File: config.mk
export PLATFORM = sky130hd
export DESIGN_NAME = alu_4bit_seq
export DESIGN_NICKNAME = d
export VERILOG_FILES = /design/src/rtl/alu_4bit_seq.sv
export SDC_FILE = /design/constraint.sdc
export NUM_CORES = 1
export LEC_CHECK = 0
export ABC_AREA = 0
export BUFFER_PORTS_ARGS = -buffer_cell sky130_fd_sc_hd__buf_2
export CAP_MARGIN = 40
export CORE_MARGIN = 4
export CORE_UTILIZATION = 35
export DETAILED_ROUTE_END_ITERATION = 6
export PLACE_DENSITY = 0.56
export SLEW_MARGIN = 30
export SYNTH_ARGS = -nofsm -noshare
export SYNTH_HDL_FRONTEND = slang
export SYNTH_SLANG_ARGS = --single-unit
File: constraint.sdc
create_clock -name clk -period 3.3 [get_ports clk]
set_input_delay 0.33 -clock clk [delete_from_list [all_inputs] [get_ports clk]]
set_output_delay 0.33 -clock clk [all_outputs]
set_load 0.005 [all_outputs]
File: src/rtl/alu_4bit_seq.sv
// Handshaked signed ALU: single-cycle logic/add/sub/not, multi-cycle shift-add multiply.
// One transaction in flight at a time; result and flags are held until the consumer takes them.
module alu_4bit_seq #(
  parameter int WIDTH = 4
) (
  input  logic                    clk,
  input  logic                    rst_n,
  input  logic                    in_valid,
  output logic                    in_ready,
  input  logic [2:0]              op,
  input  logic signed [WIDTH-1:0] in1,
  input  logic signed [WIDTH-1:0] in2,
  output logic                    out_valid,
  input  logic                    out_ready,
  output logic signed [WIDTH-1:0] result,
  output logic                    zero,
  output logic                    neg,
  output logic                    ovf,
  output logic                    err
);

  localparam int CW = (WIDTH > 1) ? $clog2(WIDTH) : 1;
  localparam int PW = 2 * WIDTH;

  localparam logic [2:0] OP_AND = 3'b000;
  localparam logic [2:0] OP_OR  = 3'b001;
  localparam logic [2:0] OP_XOR = 3'b010;
  localparam logic [2:0] OP_ADD = 3'b011;
  localparam logic [2:0] OP_SUB = 3'b100;
  localparam logic [2:0] OP_MUL = 3'b101;
  localparam logic [2:0] OP_NOT = 3'b110;

  typedef enum logic [1:0] {IDLE, MUL, DONE} state_t;

  state_t                  state;
  logic [CW-1:0]           cnt;
  logic                    accept;

  logic [PW-1:0]           mcand_p0;
  logic [WIDTH-1:0]        mplier_p0;
  logic [PW-1:0]           acc_p0;
  logic                    sign_p0;

  logic signed [WIDTH-1:0] sum_c;
  logic signed [WIDTH-1:0] diff_c;
  logic signed [WIDTH-1:0] alu_res;
  logic                    alu_ovf;
  logic                    alu_err;
  logic [PW-1:0]           acc_nxt;
  logic signed [PW-1:0]    prod;

  function automatic logic [WIDTH-1:0] mag(input logic signed [WIDTH-1:0] x);
    logic [WIDTH-1:0] m;
    m = x[WIDTH-1] ? -x : x;
    return m;
  endfunction

  function automatic logic add_ovf(input logic signed [WIDTH-1:0] a,
                                   input logic signed [WIDTH-1:0] b,
                                   input logic signed [WIDTH-1:0] s);
    return (a[WIDTH-1] == b[WIDTH-1]) && (s[WIDTH-1] != a[WIDTH-1]);
  endfunction

  function automatic logic sub_ovf(input logic signed [WIDTH-1:0] a,
                                   input logic signed [WIDTH-1:0] b,
                                   input logic signed [WIDTH-1:0] d);
    return (a[WIDTH-1] != b[WIDTH-1]) && (d[WIDTH-1] != a[WIDTH-1]);
  endfunction

  // Product fits in WIDTH bits only if the upper half plus the result sign bit agree.
  function automatic logic mul_ovf(input logic signed [PW-1:0] p);
    return !((&p[PW-1:WIDTH-1]) || !(|p[PW-1:WIDTH-1]));
  endfunction

  assign in_ready = (state == IDLE);
  assign accept   = in_valid && in_ready;
  assign sum_c    = in1 + in2;
  assign diff_c   = in1 - in2;

  always_comb begin
    alu_res = '0;
    alu_ovf = 1'b0;
    alu_err = 1'b0;
    case (op)
      OP_AND: alu_res = in1 & in2;
      OP_OR:  alu_res = in1 | in2;
      OP_XOR: alu_res = in1 ^ in2;
      OP_ADD: begin
        alu_res = sum_c;
        alu_ovf = add_ovf(in1, in2, sum_c);
      end
      OP_SUB: begin
        alu_res = diff_c;
        alu_ovf = sub_ovf(in1, in2, diff_c);
      end
      OP_NOT: alu_res = ~in1;
      OP_MUL: alu_res = '0;
      default: alu_err = 1'b1;
    endcase
  end

  assign acc_nxt = acc_p0 + (mplier_p0[0] ? mcand_p0 : '0);
  assign prod    = sign_p0 ? -$signed(acc_nxt) : $signed(acc_nxt);

  // Stage p0: operand magnitudes captured at accept, then shifted once per MUL cycle
  always_ff @(posedge clk) begin
    if (accept && op == OP_MUL) begin
      mcand_p0  <= {{WIDTH{1'b0}}, mag(in1)};
      mplier_p0 <= mag(in2);
      acc_p0    <= '0;
      sign_p0   <= in1[WIDTH-1] ^ in2[WIDTH-1];
    end else if (state == MUL) begin
      mcand_p0  <= mcand_p0 << 1;
      mplier_p0 <= mplier_p0 >> 1;
      acc_p0    <= acc_nxt;
    end
  end

  // Output stage: result/flags registered on completion, held through DONE
  always_ff @(posedge clk or negedge rst_n) begin
    if (!rst_n) begin
      state     <= IDLE;
      cnt       <= '0;
      result    <= '0;
      zero      <= 1'b0;
      neg       <= 1'b0;
      ovf       <= 1'b0;
      err       <= 1'b0;
      out_valid <= 1'b0;
    end else begin
      case (state)
        IDLE: begin
          if (accept) begin
            if (op == OP_MUL) begin
              state <= MUL;
              cnt   <= '0;
            end else begin
              result    <= alu_res;
              zero      <= (alu_res == '0);
              neg       <= alu_res[WIDTH-1];
              ovf       <= alu_ovf;
              err       <= alu_err;
              out_valid <= 1'b1;
              state     <= DONE;
            end
          end
        end
        MUL: begin
          cnt <= cnt + 1'b1;
          if (cnt == CW'(WIDTH - 1)) begin
            result    <= prod[WIDTH-1:0];
            zero      <= (prod[WIDTH-1:0] == '0);
            neg       <= prod[WIDTH-1];
            ovf       <= mul_ovf(prod);
            err       <= 1'b0;
            out_valid <= 1'b1;
            state     <= DONE;
          end
        end
        DONE: begin
          if (out_ready) begin
            out_valid <= 1'b0;
            state     <= IDLE;
          end
        end
        default: state <= IDLE;
      endcase
    end
  end

endmodule

==> implementation parameters, run 1 <==
Parameter                              Value

Global route
  Met1 usage ... 18.8%
  First-pass GRT wire length ... 10.0 mm
  Met3 track demand over resource ... 2.25%
  Gr ovfl total ... 0
  Vias in the first global route ... 2166
  Top Usage Layer GRT ... met2
  Largest net degree at the start of global routing ... 20
  Number of antenna violations at the first check in global routing ... 0
  Gr usage total ... 14.3%
  Met2 usage in global routing ... 23.5%

Critical path
  Worst Path Arrival ... 3160 ps
  Crit-path slowest cell ... sky130_fd_sc_hd__fa_2
  Number of buffers and inverters on the critical path ... 0
  Largest fanout of any net on the critical path ... 4
  Kind of critical path ... register to register
  Critical Path Source Type ... register
  Worst path cell trace ... and2_1 > ha_1 > fa_2 > a21o_1 > a2111oi_0 > and4b_1 > o41ai_2 > xnor2_1 > a211o_1 > mux2i_1 > o31ai_1
  Crit path max-delay family ... compound AO/OA/AOI/OAI gates
  Count of cell instances traversed by the critical path ... 11
  Worst Reg-to-Reg Cells ... 11
  Critical path required time ... 3450 ps
  Largest stage delay, worst path ... 390 ps
  Endpoint type of the worst setup path ... register

Logic synthesis
  Most frequently used flop master after synthesis ... sky130_fd_sc_hd__dfxtp_1
  Synthesized instance count ... 310
  Top cell type by total area after synthesis ... sky130_fd_sc_hd__dfrtp_1
  Post-synthesis sequential area ratio ... 31.9%
  Flop and latch count out of synthesis ... 33
  Number of enable-type register cells in the synthesized netlist ... 9
  Netlist cell types ... 53
  Mapped Avg Cell Area ... 8.21 um^2
  Fraction of synthesized cell area taken by the top area cell type ... 11.8%
  Share of synthesized registers carrying an async set or reset ... 36.4%
  Most area-consuming cells after synthesis ... sky130_fd_sc_hd__dfrtp_1, sky130_fd_sc_hd__ha_1, sky130_fd_sc_hd__edfxtp_1
  Synth Net Count ... 350
  Summed instance area of the synthesized netlist ... 0.00254 mm^2
  Count of yosys warnings during synthesis ... 0

Placed design
  Routability congestion estimate ... 0.847
  Detailed placer's ending HPWL ... 4.53 mm
  Worst slack at placement ... 199 ps
  Number of buffers added on ports ... 24

Clocking
  Clock buffer count from CTS ... 5
  CTS tree ... done
  Root buffer cell ... sky130_fd_sc_hd__clkbuf_8
  Clock transition at the registers of the reported paths ... 70 ps
  Post-CTS Setup Repair Bufs ... 0
  Clk_lat worst skew ... 290 ps
  CTS sink cnt ... 33
  H-Tree Level Count ... 2
  Number of buffers on the longest clock path ... 2

Floorplanning
  Starting density of the core ... 36.6%
  Placeable core region ... 0.00694 mm^2
  Width of the die ... 93.3 um
  Die Outline Area ... 0.00870 mm^2
  Total number of placement rows ... 30
  Total I/O pin count ... 25
  Overall die height ... 93.3 um

Detailed routing
  Detailed-route DRC error count ... 0
  Average vias per placed instance ... 5.09
  Routed length per placed instance ... 13.4 um
  Antenna-violating nets left ... 0
  DR iter-0 viols ... 108
  Vias after detailed routing ... 2188
  Number of iterations in the first detailed-routing pass ... 4
  DRT Wirelength ... 5.75 mm

Worst hold path
  Hold Crit Class ... primary input to register
  Cells on Worst Hold Path ... 4

STA
  Final setup fails ... 0
  Worst Tran Pin Value ... 575 ps
  Remaining max-slew budget at the tightest pin ... 61.6%
  Number of slew-limit violations in the final report ... 0
  Final-report hold violation count ... 0
  Least setup slack across all paths after layout ... 290 ps
  Final clock skew ... 9.68 ps
  Part of the cycle the worst path needs ... 91.2%
  Timing-limited maximum frequency ... 332 MHz
  Total Neg Setup Slack ... 0 ps
  Time the final worst path needs with I/O delays and setup ... 3010 ps
  RSZ-0062 raised after global routing ... no

Job
  Number of max-cap violations ... 0

Finish
  Number of antenna cells inserted ... 0
  Combined area of the multi-input logic cells ... 0.00160 mm^2
  Most frequent standard cell in the layout excluding fill and tap cells ... sky130_fd_sc_hd__nand2_1
  Share of layout cells above drive strength 1 ... 13.8%
  Number of nets in the finished design ... 373
  Number of filler instances in the final layout ... 718
  Area growth from synthesis to layout ... 12.7%
  Commonest non-fill, non-tap cells in the layout ... sky130_fd_sc_hd__nand2_1, sky130_fd_sc_hd__o21ai_0, sky130_fd_sc_hd__buf_2, sky130_fd_sc_hd__ha_1, sky130_fd_sc_hd__nand3_1
  Reg area ... 811 um^2

Pwr
  Cell Pwr Density ... 653 mW/mm^2
  Largest voltage drop on the vdd net ... 0.152 mV
  Power after layout ... 1.87 mW
  Total leakage power ... 1.30 nW

Status
  Outcome ... finished, final reports clean
==> worst register-to-register path, delay by kind of cell (launching register included) <==
kind                       cells  cell delay, ps
AOI/OAI and AO/OA              5            1220
xor gates and xnor gates       1             140
adders and majority gates      2             610
and+or+nand+nor                2             420
DFF                            1             380
muxes                          1             130
==> metal layers <==
| layer | vias to the layer above | wire (um) |
|---|---|---|
| met3 | 9 | 98 |
| li1 | 1136 | - |
| met4 | 0 | 121 |
| met5 | - | 0 |
| met2 | 26 | 2670 |
| met1 | 1017 | 2860 |
==> sequential cells by signal (all words and copies together) (netlist names) <==
register,count
acc_p0,8
cnt,2
err,1
mcand_p0,8
mplier_p0,4
out_valid,1
ovf,1
result,4
sign_p0,1
state,2
zero,1
==> stage by stage <==
step | hold slack (ps) | area, um^2 | util [%] | instances
2_1_floorplan | 34.4 | 2540 | - | 310
3_3_place_gp | 225 | 2770 | 39.9 | 421
3_5_place_dp | 221 | 2770 | 39.9 | 421
4_1_cts | 308 | 2860 | 41.2 | 430
5_1_grt | 311 | 2870 | 41.3 | 430
6_report | 316 | 2870 | 41.3 | 430
==> what timing repair did <==
action	CTS	global route
resized for setup	0	1
hold endpoints to repair	12	0
endpoints found under the setup margin	0	1
hold buffers	1	0
==> power breakdown <==
| part | internal [mW] | switching, mW |
|---|---|---|
| Combinational | 0.403 | 0.538 |
| Sequential | 0.551 | 0.0841 |
| Clock | 0.146 | 0.151 |
| Total | 1.10 | 0.773 |
==> layout make-up <==
type,count,area share (%)
clock buffers,6,2.53
clock inverters,2,0.349
inverters,19,2.49
multi-input cells,242,55.8
flip-flops and latches,33,28.3
well taps,96,4.19
repair buffers,32,6.37
==> kinds of logic (layout without fill, tap and decap cells) <==
| kind of cell | Yosys count | after routing | synth area share [%] |
|---|---|---|---|
| compound gates | 79 | 79 | 20.1 |
| buf+inv | 35 | 59 | 5.36 |
| simple gates | 117 | 117 | 21.5 |
| xor+xnor | 13 | 13 | 4.77 |
| mux | 8 | 8 | 3.20 |
| flops | 33 | 33 | 31.9 |
| fa+ha+maj | 25 | 25 | 13.2 |
==> Yosys cell counts (2+ instances only) <==
cell type	count
sky130_fd_sc_hd__inv_1	19
sky130_fd_sc_hd__a31oi_1	2
sky130_fd_sc_hd__or3_1	2
sky130_fd_sc_hd__xnor2_1	9
sky130_fd_sc_hd__a22oi_1	2
sky130_fd_sc_hd__nand4_1	2
sky130_fd_sc_hd__a21o_1	2
sky130_fd_sc_hd__xor2_1	3
sky130_fd_sc_hd__dfxtp_1	12
sky130_fd_sc_hd__nor4_1	2
sky130_fd_sc_hd__edfxtp_1	9
sky130_fd_sc_hd__a21oi_1	14
sky130_fd_sc_hd__and2_1	7
sky130_fd_sc_hd__clkbuf_1	12
sky130_fd_sc_hd__nand2b_1	4
sky130_fd_sc_hd__nor2_1	19
sky130_fd_sc_hd__a211oi_1	3
sky130_fd_sc_hd__dfrtp_1	12
sky130_fd_sc_hd__o21ai_1	4
sky130_fd_sc_hd__o32ai_1	2
sky130_fd_sc_hd__nor2b_1	4
sky130_fd_sc_hd__a2111oi_0	2
sky130_fd_sc_hd__fa_1	3
sky130_fd_sc_hd__a211o_1	3
sky130_fd_sc_hd__o21a_1	2
sky130_fd_sc_hd__o211ai_1	2
sky130_fd_sc_hd__nand2_1	48
sky130_fd_sc_hd__buf_1	2
sky130_fd_sc_hd__ha_1	22
sky130_fd_sc_hd__nor3_1	3
sky130_fd_sc_hd__nor4b_1	3
sky130_fd_sc_hd__mux2i_1	7
sky130_fd_sc_hd__o21ai_0	28
sky130_fd_sc_hd__nand3_1	20
sky130_fd_sc_hd__o21bai_1	2
==> worst paths after layout <==
kind                              from          end  slack [ps]
min in group asynchronous        rst_n     state[0]         480
max reg2reg                mcand_p0[0]          ovf         290
max in group asynchronous        rst_n       cnt[1]        2600
min                          out_ready     state[1]         320
min reg2reg                mcand_p0[6]  mcand_p0[7]         450
max                        mcand_p0[0]          ovf         290
(Power assumes the default switching activity.)
==> inputs of run 2 (changes only) <==
Settings changed: GPL_TIMING_DRIVEN from default to 0, RECOVER_POWER from default to 25, REMOVE_ABC_BUFFERS from default to 1.
==> run 2 against run 1 <==
  * Utilization rose by 0.74 points
  * Largest power group unchanged
  * Largest cell class unchanged
  * Clock power rose by 5%
  * First-iteration DRC count shrank 27%
  * Routed wire length fell by 0.56%
==> implementation parameters, run 2 (same netlist as run 1, synthesis figures left out) <==
Parameter                              Value

Status
  Outcome ... finished, final reports clean

Critical path
  Kind of critical path ... register to register
  R2R Setup Slk ... 120 ps (-170 ps)
  Launch point of the worst reg-to-reg path ... mcand_p0[0]
  Critical path required time ... 3450 ps (about the same)
  Largest fanout of any net on the critical path ... 8 (+4)
  Largest stage delay, worst path ... 430 ps (+40 ps)
  Worst Reg-to-Reg Cells ... 11 (unchanged)
  Worst Path Arrival ... 3330 ps (+170 ps)
  Worst reg2reg endpoint ... ovf
  Crit path max-delay family ... compound AO/OA/AOI/OAI gates
  Crit-path slowest cell ... sky130_fd_sc_hd__o41a_1
  Worst path cell trace ... and2_1 > ha_1 > fa_2 > a21o_4 > a21oi_4 > xnor2_4 > o41a_1 > or3_1 > a211o_1 > mux2i_1 > o31ai_1
  Endpoint type of the worst setup path ... register
  Number of buffers and inverters on the critical path ... 0 (unchanged)
  Critical Path Source Type ... register

STA
  Timing-limited maximum frequency ... 315 MHz (-5.2%)
  Final clock skew ... 4.97 ps (-4.71 ps)
  Final-report hold violation count ... 0 (unchanged)
  Part of the cycle the worst path needs ... 96.3% (+5.0 points)
  Number of slew-limit violations in the final report ... 0 (unchanged)
  Remaining max-slew budget at the tightest pin ... 54.2% (-7.4 points)
  Worst Tran Pin Value ... 687 ps (+112 ps)
  Final setup fails ... 0 (unchanged)
  Time the final worst path needs with I/O delays and setup ... 3180 ps (+166 ps)

Pwr
  Power after layout ... 1.91 mW (+2.2%)
  Power spent charging and discharging nets ... 782 uW (+1.2%)
  Switching portion of total power ... 40.9% (-0.40 points)
  Largest voltage drop on the vdd net ... 0.181 mV (+19%)
  Total leakage power ... 1.30 nW (+0.20%)
  Clock group share of total power ... 16.3% (+0.4 points)
  Cell Pwr Density ... 656 mW/mm^2 (+0.36%)
  Share of total power in sequential cells ... 32.9% (-1.0 points)
  Combinational share of power ... 50.8% (+0.6 points)
  Cell Int Power ... 1.13 mW (+2.9%)

Detailed routing
  Antenna-violating nets left ... 0 (unchanged)
  DRT Wirelength ... 5.72 mm (-0.56%)
  Routed length per placed instance ... 13.3 um (-0.32%)
  DR iter-0 viols ... 79 (-27%)
  Detailed-route DRC error count ... 0 (unchanged)
  Average vias per placed instance ... 5.07 (-0.32%)
  Vias after detailed routing ... 2176 (-0.55%)
  Number of iterations in the first detailed-routing pass ... 4 (unchanged)

Finish
  Number of antenna cells inserted ... 0 (unchanged)
  Leading registers by flop count ... acc_p0 x8, mcand_p0 x8
  Number of nets in the finished design ... 372 (-0.27%)
  Area growth from synthesis to layout ... 14.7%
  Share of layout cells above drive strength 1 ... 13.5% (-0.26 points)
  Most frequent standard cell in the layout excluding fill and tap cells ... sky130_fd_sc_hd__nand2_1
  Final non-filler cell total ... 429 (-0.23%)
  Commonest non-fill, non-tap cells in the layout ... sky130_fd_sc_hd__nand2_1, sky130_fd_sc_hd__o21ai_0, sky130_fd_sc_hd__ha_1, sky130_fd_sc_hd__buf_2, sky130_fd_sc_hd__nand3_1
  Number of filler instances in the final layout ... 722 (+0.56%)

Job
  Number of max-cap violations ... 0 (unchanged)

Worst hold path
  Hold Crit Class ... primary input to register
  Min-Delay Endpoint ... state[1]
  Cells on Worst Hold Path ... 4 (unchanged)
  Hold Path Origin ... out_ready

Placed design
  Placed cell count ... 418 (-0.71%)
  Routability congestion estimate ... 0.826 (-2.5%)
  Detailed placer's ending HPWL ... 4.38 mm (-3.3%)
  Number of buffers added on ports ... 24 (unchanged)

Floorplanning
  Total number of placement rows ... 30 (unchanged)
  Starting density of the core ... 36.6% (unchanged)
  Placeable core region ... 0.00694 mm^2 (unchanged)
  Total I/O pin count ... 25 (unchanged)
  Overall die height ... 93.3 um (unchanged)
  Width of the die ... 93.3 um (unchanged)
  Die Outline Area ... 0.00870 mm^2 (unchanged)

Global route
  First-pass GRT wire length ... 9.68 mm (-3.5%)
  Gr ovfl total ... 0 (unchanged)
  Largest net degree at the start of global routing ... 20 (unchanged)
  Gr usage total ... 13.8% (-0.46 points)
  Number of antenna violations at the first check in global routing ... 0 (unchanged)
  Vias in the first global route ... 2096 (-3.2%)

Clocking
  CTS tree ... done
  Clock transition at the registers of the reported paths ... 70 ps (about the same)
  H-Tree Level Count ... 2 (unchanged)
  Root buffer cell ... sky130_fd_sc_hd__clkbuf_8
  Clk_lat worst skew ... 280 ps (about the same)
  Clock buffer count from CTS ... 5 (unchanged)
  Number of buffers on the longest clock path ... 2 (unchanged)
  CTS sink cnt ... 33 (unchanged)
run 2: worst max path at each step:
stage                            start   to  cells past startpoint
after floorplan           mplier_p0[0]  ovf                     11
after global placement    mplier_p0[0]  ovf                     11
after detailed placement  mplier_p0[0]  ovf                     11
after CTS                  mcand_p0[0]  ovf                     11
after global routing       mcand_p0[0]  ovf                     11
final                      mcand_p0[0]  ovf                     11
run 2: metal layers:
layer	up-vias	GRT usage, %	share of wire [%]
li1	1137	-	-
met1	1000	18.8	52
met2	35	22.5	45
met3	4	1.93	2.5
met4	0	4.52	1.2
met5	-	0	0
run 2: worst min-delay path: stages:
cell                      delay [ps]
sky130_fd_sc_hd__buf_2            90
sky130_fd_sc_hd__nor2_1           30
sky130_fd_sc_hd__nand2_1          50
sky130_fd_sc_hd__nand2_1          40
run 2: stage by stage:
step           util (%)  instance area (um^2)  setup WS, ps  TNS (ps)  hold slack (ps)
2_1_floorplan         -                  2480           258         0             34.4
3_3_place_gp       39.2                  2720         -56.6     -56.6              223
3_5_place_dp       39.7                  2760         -40.4     -40.4              229
4_1_cts            41.4                  2870          20.7         0              297
5_1_grt            42.0                  2920         -5.02     -5.02              315
6_report           42.0                  2920           123         0              304
run 2: what timing repair did:
action                                  4_1_cts  5_1_grt
cloned                                        0        0
buffers inserted                              2        0
resized for setup                             0        8
hold endpoints to repair                     12        0
endpoints found under the setup margin        1        1
hold buffers                                  1        0
run 2: final cells by class:
class | count | area [um^2] | area share [%]
timing repair buffer | 31 | 179 | 6.13
tap | 96 | 120 | 4.12
sequential | 33 | 811 | 27.8
inverter | 19 | 71.3 | 2.44
multi-input combinational | 242 | 1650 | 56.4
clock buffer | 8 | 90.1 | 3.09
run 2: power groups by stage:
stage / clock, mW / sequential [mW] / combinational, mW
final: 0.313 / 0.629 / 0.971
after CTS: 0.323 / 0.630 / 0.928
after floorplan: 0 / 0.630 / 0.673
after detailed placement: 0 / 0.639 / 0.918
after global placement: 0 / 0.636 / 0.904
after global routing: 0.338 / 0.649 / 1.10
